--- config.mk ---
export PLATFORM = sky130hd
export DESIGN_NAME = ttc_apb_if_lite
export DESIGN_NICKNAME = d
export VERILOG_FILES = /design/src/rtl/ttc_apb_if_lite.sv
export SDC_FILE = /design/constraint.sdc
export NUM_CORES = 1
export LEC_CHECK = 0
export ABC_AREA = 1
export CORE_MARGIN = 2
export CORE_UTILIZATION = 36
export CTS_BUF_LIST = sky130_fd_sc_hd__clkbuf_8
export DETAILED_ROUTE_END_ITERATION = 7
export GPL_ROUTABILITY_DRIVEN = 0
export PLACE_DENSITY = 0.83
export SLEW_MARGIN = 15
export SYNTH_ARGS = -nofsm -noshare
export SYNTH_HDL_FRONTEND = slang
export SYNTH_SLANG_ARGS = --single-unit
--- constraint.sdc ---
create_clock -name pclk -period 1.8 [get_ports pclk]
set_input_delay 0.36 -clock pclk [delete_from_list [all_inputs] [get_ports pclk]]
set_output_delay 0.36 -clock pclk [all_outputs]
set_load 0.005 [all_outputs]
--- src/rtl/ttc_apb_if_lite.sv ---
// APB slave front end for the single-timer lite TTC: decodes the 9-word register
// map, returns registered read data and issues registered one-cycle write/clear strobes.
module ttc_apb_if_lite #(
    parameter int ADDR_W = 8
) (
    input  logic              pclk,
    input  logic              n_p_reset,
    input  logic              psel,
    input  logic              penable,
    input  logic              pwrite,
    input  logic [ADDR_W-1:0] paddr,
    input  logic [15:0]       pwdata,
    output logic [15:0]       prdata,
    output logic              pready,
    output logic              pslverr,
    output logic [15:0]       wr_data,
    output logic              clk_ctrl_reg_sel,
    output logic              cntr_ctrl_reg_sel,
    output logic              interval_reg_sel,
    output logic              match_1_reg_sel,
    output logic              match_2_reg_sel,
    output logic              match_3_reg_sel,
    output logic              intr_en_reg_sel,
    output logic              clear_interrupt,
    input  logic [6:0]        clk_ctrl_reg,
    input  logic [6:0]        cntr_ctrl_reg,
    input  logic [15:0]       counter_val_reg,
    input  logic [15:0]       interval_reg,
    input  logic [15:0]       match_1_reg,
    input  logic [15:0]       match_2_reg,
    input  logic [15:0]       match_3_reg,
    input  logic [5:0]        interrupt_reg,
    input  logic [5:0]        interrupt_en_reg
);

    localparam int WORD_W = ADDR_W - 2;

    localparam logic [1:0] IDLE   = 2'd0;
    localparam logic [1:0] SETUP  = 2'd1;
    localparam logic [1:0] ACCESS = 2'd2;

    localparam logic [WORD_W-1:0] W_CLK_CTRL  = WORD_W'(0);
    localparam logic [WORD_W-1:0] W_CNTR_CTRL = WORD_W'(1);
    localparam logic [WORD_W-1:0] W_COUNTER   = WORD_W'(2);
    localparam logic [WORD_W-1:0] W_INTERVAL  = WORD_W'(3);
    localparam logic [WORD_W-1:0] W_MATCH_1   = WORD_W'(4);
    localparam logic [WORD_W-1:0] W_MATCH_2   = WORD_W'(5);
    localparam logic [WORD_W-1:0] W_MATCH_3   = WORD_W'(6);
    localparam logic [WORD_W-1:0] W_INTR      = WORD_W'(7);
    localparam logic [WORD_W-1:0] W_INTR_EN   = WORD_W'(8);

    logic [1:0]        phase_q, phase_d;
    logic [15:0]       prdata_q;
    logic [15:0]       wr_data_q;
    logic [6:0]        sel_q;
    logic              clear_q;
    logic [WORD_W-1:0] word;
    logic [15:0]       rd_data;
    logic              rd_ok;
    logic [6:0]        wr_sel;
    logic              access_en;
    logic              addr_lsb_unused;

    assign word            = paddr[ADDR_W-1:2];
    assign addr_lsb_unused = ^paddr[1:0];

    // Sel bit order: clk_ctrl, cntr_ctrl, interval, match_1, match_2, match_3, intr_en.
    always_comb begin
        // NOTE: every output of this block gets a default first, so no path leaves a latch.
        rd_data = 16'h0000;
        rd_ok   = 1'b1;
        wr_sel  = 7'b0000000;
        case (word)
            W_CLK_CTRL:  begin rd_data = {9'b0, clk_ctrl_reg};  wr_sel = 7'b0000001; end
            W_CNTR_CTRL: begin rd_data = {9'b0, cntr_ctrl_reg}; wr_sel = 7'b0000010; end
            W_COUNTER:   rd_data = counter_val_reg;
            W_INTERVAL:  begin rd_data = interval_reg;          wr_sel = 7'b0000100; end
            W_MATCH_1:   begin rd_data = match_1_reg;           wr_sel = 7'b0001000; end
            W_MATCH_2:   begin rd_data = match_2_reg;           wr_sel = 7'b0010000; end
            W_MATCH_3:   begin rd_data = match_3_reg;           wr_sel = 7'b0100000; end
            W_INTR:      rd_data = {10'b0, interrupt_reg};
            W_INTR_EN:   begin rd_data = {10'b0, interrupt_en_reg}; wr_sel = 7'b1000000; end
            default:     rd_ok = 1'b0;
        endcase
    end

    // phase_d is the bus phase of the current cycle; phase_q remembers the previous one.
    always_comb begin
        phase_d = IDLE;
        case (phase_q)
            IDLE:    phase_d = (psel && !penable) ? SETUP : IDLE;
            SETUP:   phase_d = ACCESS;
            ACCESS:  phase_d = (psel && !penable) ? SETUP : IDLE;
            default: phase_d = IDLE;
        endcase
    end

    assign access_en = (phase_d == ACCESS) && penable;
    assign pslverr   = access_en && (pwrite ? (wr_sel == 7'b0000000) : !rd_ok);

    always_ff @(posedge pclk) begin
        // NOTE: sequential state uses non-blocking assignments so every register samples pre-edge values.
        if (!n_p_reset) begin
            phase_q   <= IDLE;
            prdata_q  <= 16'h0000;
            wr_data_q <= 16'h0000;
            sel_q     <= 7'b0000000;
            clear_q   <= 1'b0;
        end else begin
            phase_q <= phase_d;
            if (phase_d == SETUP) begin
                prdata_q <= rd_data;
            end
            if (access_en && pwrite) begin
                wr_data_q <= pwdata;
            end
            sel_q   <= (access_en && pwrite) ? wr_sel : 7'b0000000;
            clear_q <= access_en && !pwrite && (word == W_INTR);
        end
    end

    assign prdata            = prdata_q;
    assign pready            = 1'b1;
    assign wr_data           = wr_data_q;
    assign clear_interrupt   = clear_q;
    assign clk_ctrl_reg_sel  = sel_q[0];
    assign cntr_ctrl_reg_sel = sel_q[1];
    assign interval_reg_sel  = sel_q[2];
    assign match_1_reg_sel   = sel_q[3];
    assign match_2_reg_sel   = sel_q[4];
    assign match_3_reg_sel   = sel_q[5];
    assign intr_en_reg_sel   = sel_q[6];

endmodule

==> flow_summary_export.csv <==
group,metric,value,unit
routing,drcViolationCount,0,
critical_path,cp_data_required_time,1.44,ns
routing,dr.pass1.iters,4,
floorplanning,die_x,87.0,um
synthesis,ys_seq_elements,42,
critical_path,path_delay_family,"buffers and inverters",
critical_path,crit_arrival,1.43,ns
global_route,grt_pass1_wl,14500,um
critical_path,endpoint,"pslverr",
global_route,track_usage,23.8,%
clock_network,numCtsBuffers,5,
sta,max_freq,0.559,GHz
power_and_ir_drop,p_leak,2.04,nW
synthesis,synth_nets,538,
floorplanning,boundaryPins,177,
critical_path,cp_num_buf_inv,6,
final_layout,syn2layout_area_growth,89.4,%
global_route,grt_overflow,0,
synthesis,synth-edff-count,0,
critical_path,cp_slowest_cell,"clkdlybuf4s15_1",
synthesis,yosys_warnings,0,
critical_path,critical_path.endpoint_type,"output port",
clock_network,cts_max_path_buffers,2,
clock_network,cts_tree,"built",
final_layout,layout.cells.most_common_list,"clkdlybuf4s50_1 (164), nand2_1 (120), nor2_1 (64), dfxtp_1 (41), buf_4 (41)",
synthesis,yosysSeqAreaShare,33.9,%
final_layout,diodes,0,
floorplanning,core_area,0.00672,mm2
sta,setup_violations,0,
sta,skew,0.00776,ns
synthesis,synth_cell_types,22,
global_route,antenna_found_initial,0,
final_layout,fin_nets,743,
routing,drt_iter0_drc,84,
global_route,grt_pass1_vias,3316,
floorplanning,die-area,0.00757,mm2
status,outcome,"completed",
critical_path,r2r-end,"wr_data[4]",
sta,slew_violations,0,
clock_network,clock_sinks,42,
sta,period_needed,1.79,ns
min_path,hold_path.class,"reg -> reg",
critical_path,startpoint,"paddr[2]",
synthesis,synth_area,0.00248,mm2
critical_path,worstSetupPathType,"in -> out",
critical_path,slowest_delay,0.26,ns
flow_run,drv_cap,0,
power_and_ir_drop,ir_worst_vdd,0.000292,V
global_route,grt_max_degree,30,
final_layout,nFillCells,578,
final_layout,postLayoutCoreUtil,69.9,%
synthesis,synthFlopType,"dfxtp_1",
final_layout,seqCellArea,842,um2
synthesis,synth_cells,403,
critical_path,r2r_cells,9,
clock_network,cts_root_buf,"clkbuf_8",
floorplanning,die_h,87.0,um
clock_network,clk_pin_slew,0.08,ns
synthesis,syn_area_per_cell,6.16,um2
sta,hold_viol_final,0,
floorplanning,rows,30,
sta,fin_crit_sh,99.4,%
critical_path,cp.depth,10,
sta,final.setup.tns,0,ns
critical_path,cp-start-kind,"input port",
routing,dr_total_vias,3374,
routing,wl,9520,um
final_layout,layout_commonest_cell,"clkdlybuf4s50_1",
routing,ant_nets,0,
sta,rsz0062_at_grt,"true",
placed_design,hpwl,7330,um
final_layout,multi_input_area,0.00146,mm2
min_path,worst_hold_startpoint,"prdata[9]",
critical_path,crit_chain,"clkdlybuf4s15_1, buf_4, inv_2, nor2_4, inv_2, nor2_4, nor2_2, nand4_1, inv_1, buf_2",
critical_path,crit_fanout,2,
critical_path,reg2reg_from,"phase_q[0]",
power_and_ir_drop,p_per_area,468,mW/mm2
final_layout,layout-drive-gt1-share,14.4,%
clock_network,cts-htree-levels,2,
critical_path,regToRegSetupSlack,0.28,ns
clock_network,hold_buffers,0,
floorplanning,start_util,36.9,%
routing,detail_route.wl_per_cell,13.8,um
routing,viasPerCell,4.90,
clock_network,clock_latency,0.29,ns
synthesis,synth-async-reset-ratio,0,%
placed_design,io_buffers,173,
worst min path at each step:
stage                      end  slack (ns)  depth (start not counted)
finish               prdata[9]        0.46                          2
CTS                  prdata[9]        0.47                          2
floorplan           phase_q[1]        0.40                          1
global placement    phase_q[1]        0.41                          1
detailed placement  phase_q[1]        0.41                          1
global route         prdata[0]        0.49                          2
cell usage after synthesis (2+ instances only):
cell type | count | area (um2)
dfxtp_1 | 42 | 841
o21ai_0 | 16 | 80.1
clkbuf_1 | 6 | 22.5
nand2_2 | 3 | 18.8
nand4_1 | 23 | 144
nand3_1 | 30 | 150
inv_1 | 25 | 93.8
buf_4 | 8 | 60.1
nor2_1 | 69 | 259
nor2_4 | 8 | 90.1
nor3_1 | 4 | 20.0
nand2_1 | 125 | 469
clkinv_1 | 2 | 7.51
buf_2 | 4 | 20.0
a21oi_1 | 19 | 95.1
inv_2 | 4 | 15.0
o21ai_1 | 9 | 45.0
nor2_2 | 2 | 12.5
through the flow:
step | setup WS, ns | hold WS (ns) | area, um2 | power, mW | cells
global route | -0.0369 | 0.488 | 4700 | 2.29 | 689
detailed placement | -0.652 | 0.414 | 4480 | 1.47 | 671
finish | 0.0115 | 0.465 | 4700 | 2.20 | 689
floorplan | 0.254 | 0.400 | 2480 | 1.09 | 403
global placement | -0.583 | 0.407 | 4480 | 1.46 | 671
CTS | 0.00681 | 0.468 | 4660 | 2.20 | 685
power breakdown:
group	internal, mW	leakage [nW]	switching [mW]
sequential	0.941	0.340	0.00673
combinational	0.338	1.64	0.184
clock	0.408	0.0556	0.321
total	1.69	2.04	0.512
routing by layer:
| layer | global-route usage (%) | routed length (um) | up-vias | part of all wire [%] |
|---|---|---|---|---|
| li1 | - | - | 1695 | - |
| met3 | 4.83 | 542 | 19 | 5.7 |
| met1 | 27.3 | 3880 | 1542 | 41 |
| met4 | 6.68 | 200 | 0 | 2.1 |
| met2 | 44.3 | 4900 | 118 | 51 |
| met5 | 0 | 0 | - | 0 |
kinds of logic after synthesis:
family,after synthesis,synth area share (%)
AND/OR/NAND/NOR,265,47.6
buffers and inverters,50,9.28
AO/OA/AOI/OAI,45,9.13
flip-flops,42,33.9
other,1,0.151
registers in the layout, indices dropped and copies added (netlist names):
| register | cells |
|---|---|
| sel_q | 7 |
| wr_data | 16 |
| prdata | 16 |
| clear_interrupt | 1 |
| phase_q | 2 |
final cells by class:
cell class | count | area share [%]
Tap cell | 80 | 2.13
Clock buffer | 5 | 1.46
Inverter | 31 | 2.48
Sequential cell | 42 | 17.9
Clock inverter | 3 | 0.879
Multi-Input combinational cell | 311 | 31.1
Timing Repair Buffer | 217 | 44.0
tightest hold or removal path: cells and delay by family (launching register included):
kind | cells | cell delay (ns)
AND/OR/NAND/NOR | 1 | 0.06
AO/OA/AOI/OAI | 1 | 0.05
flip-flops | 1 | 0.31
what timing repair did:
action                                  4_1_cts  5_1_grt
setup buffers                                 6        4
resized for setup                            30       13
endpoints found under the setup margin        6        3
pin swaps                                     9       10
(Power assumes the default switching activity.)
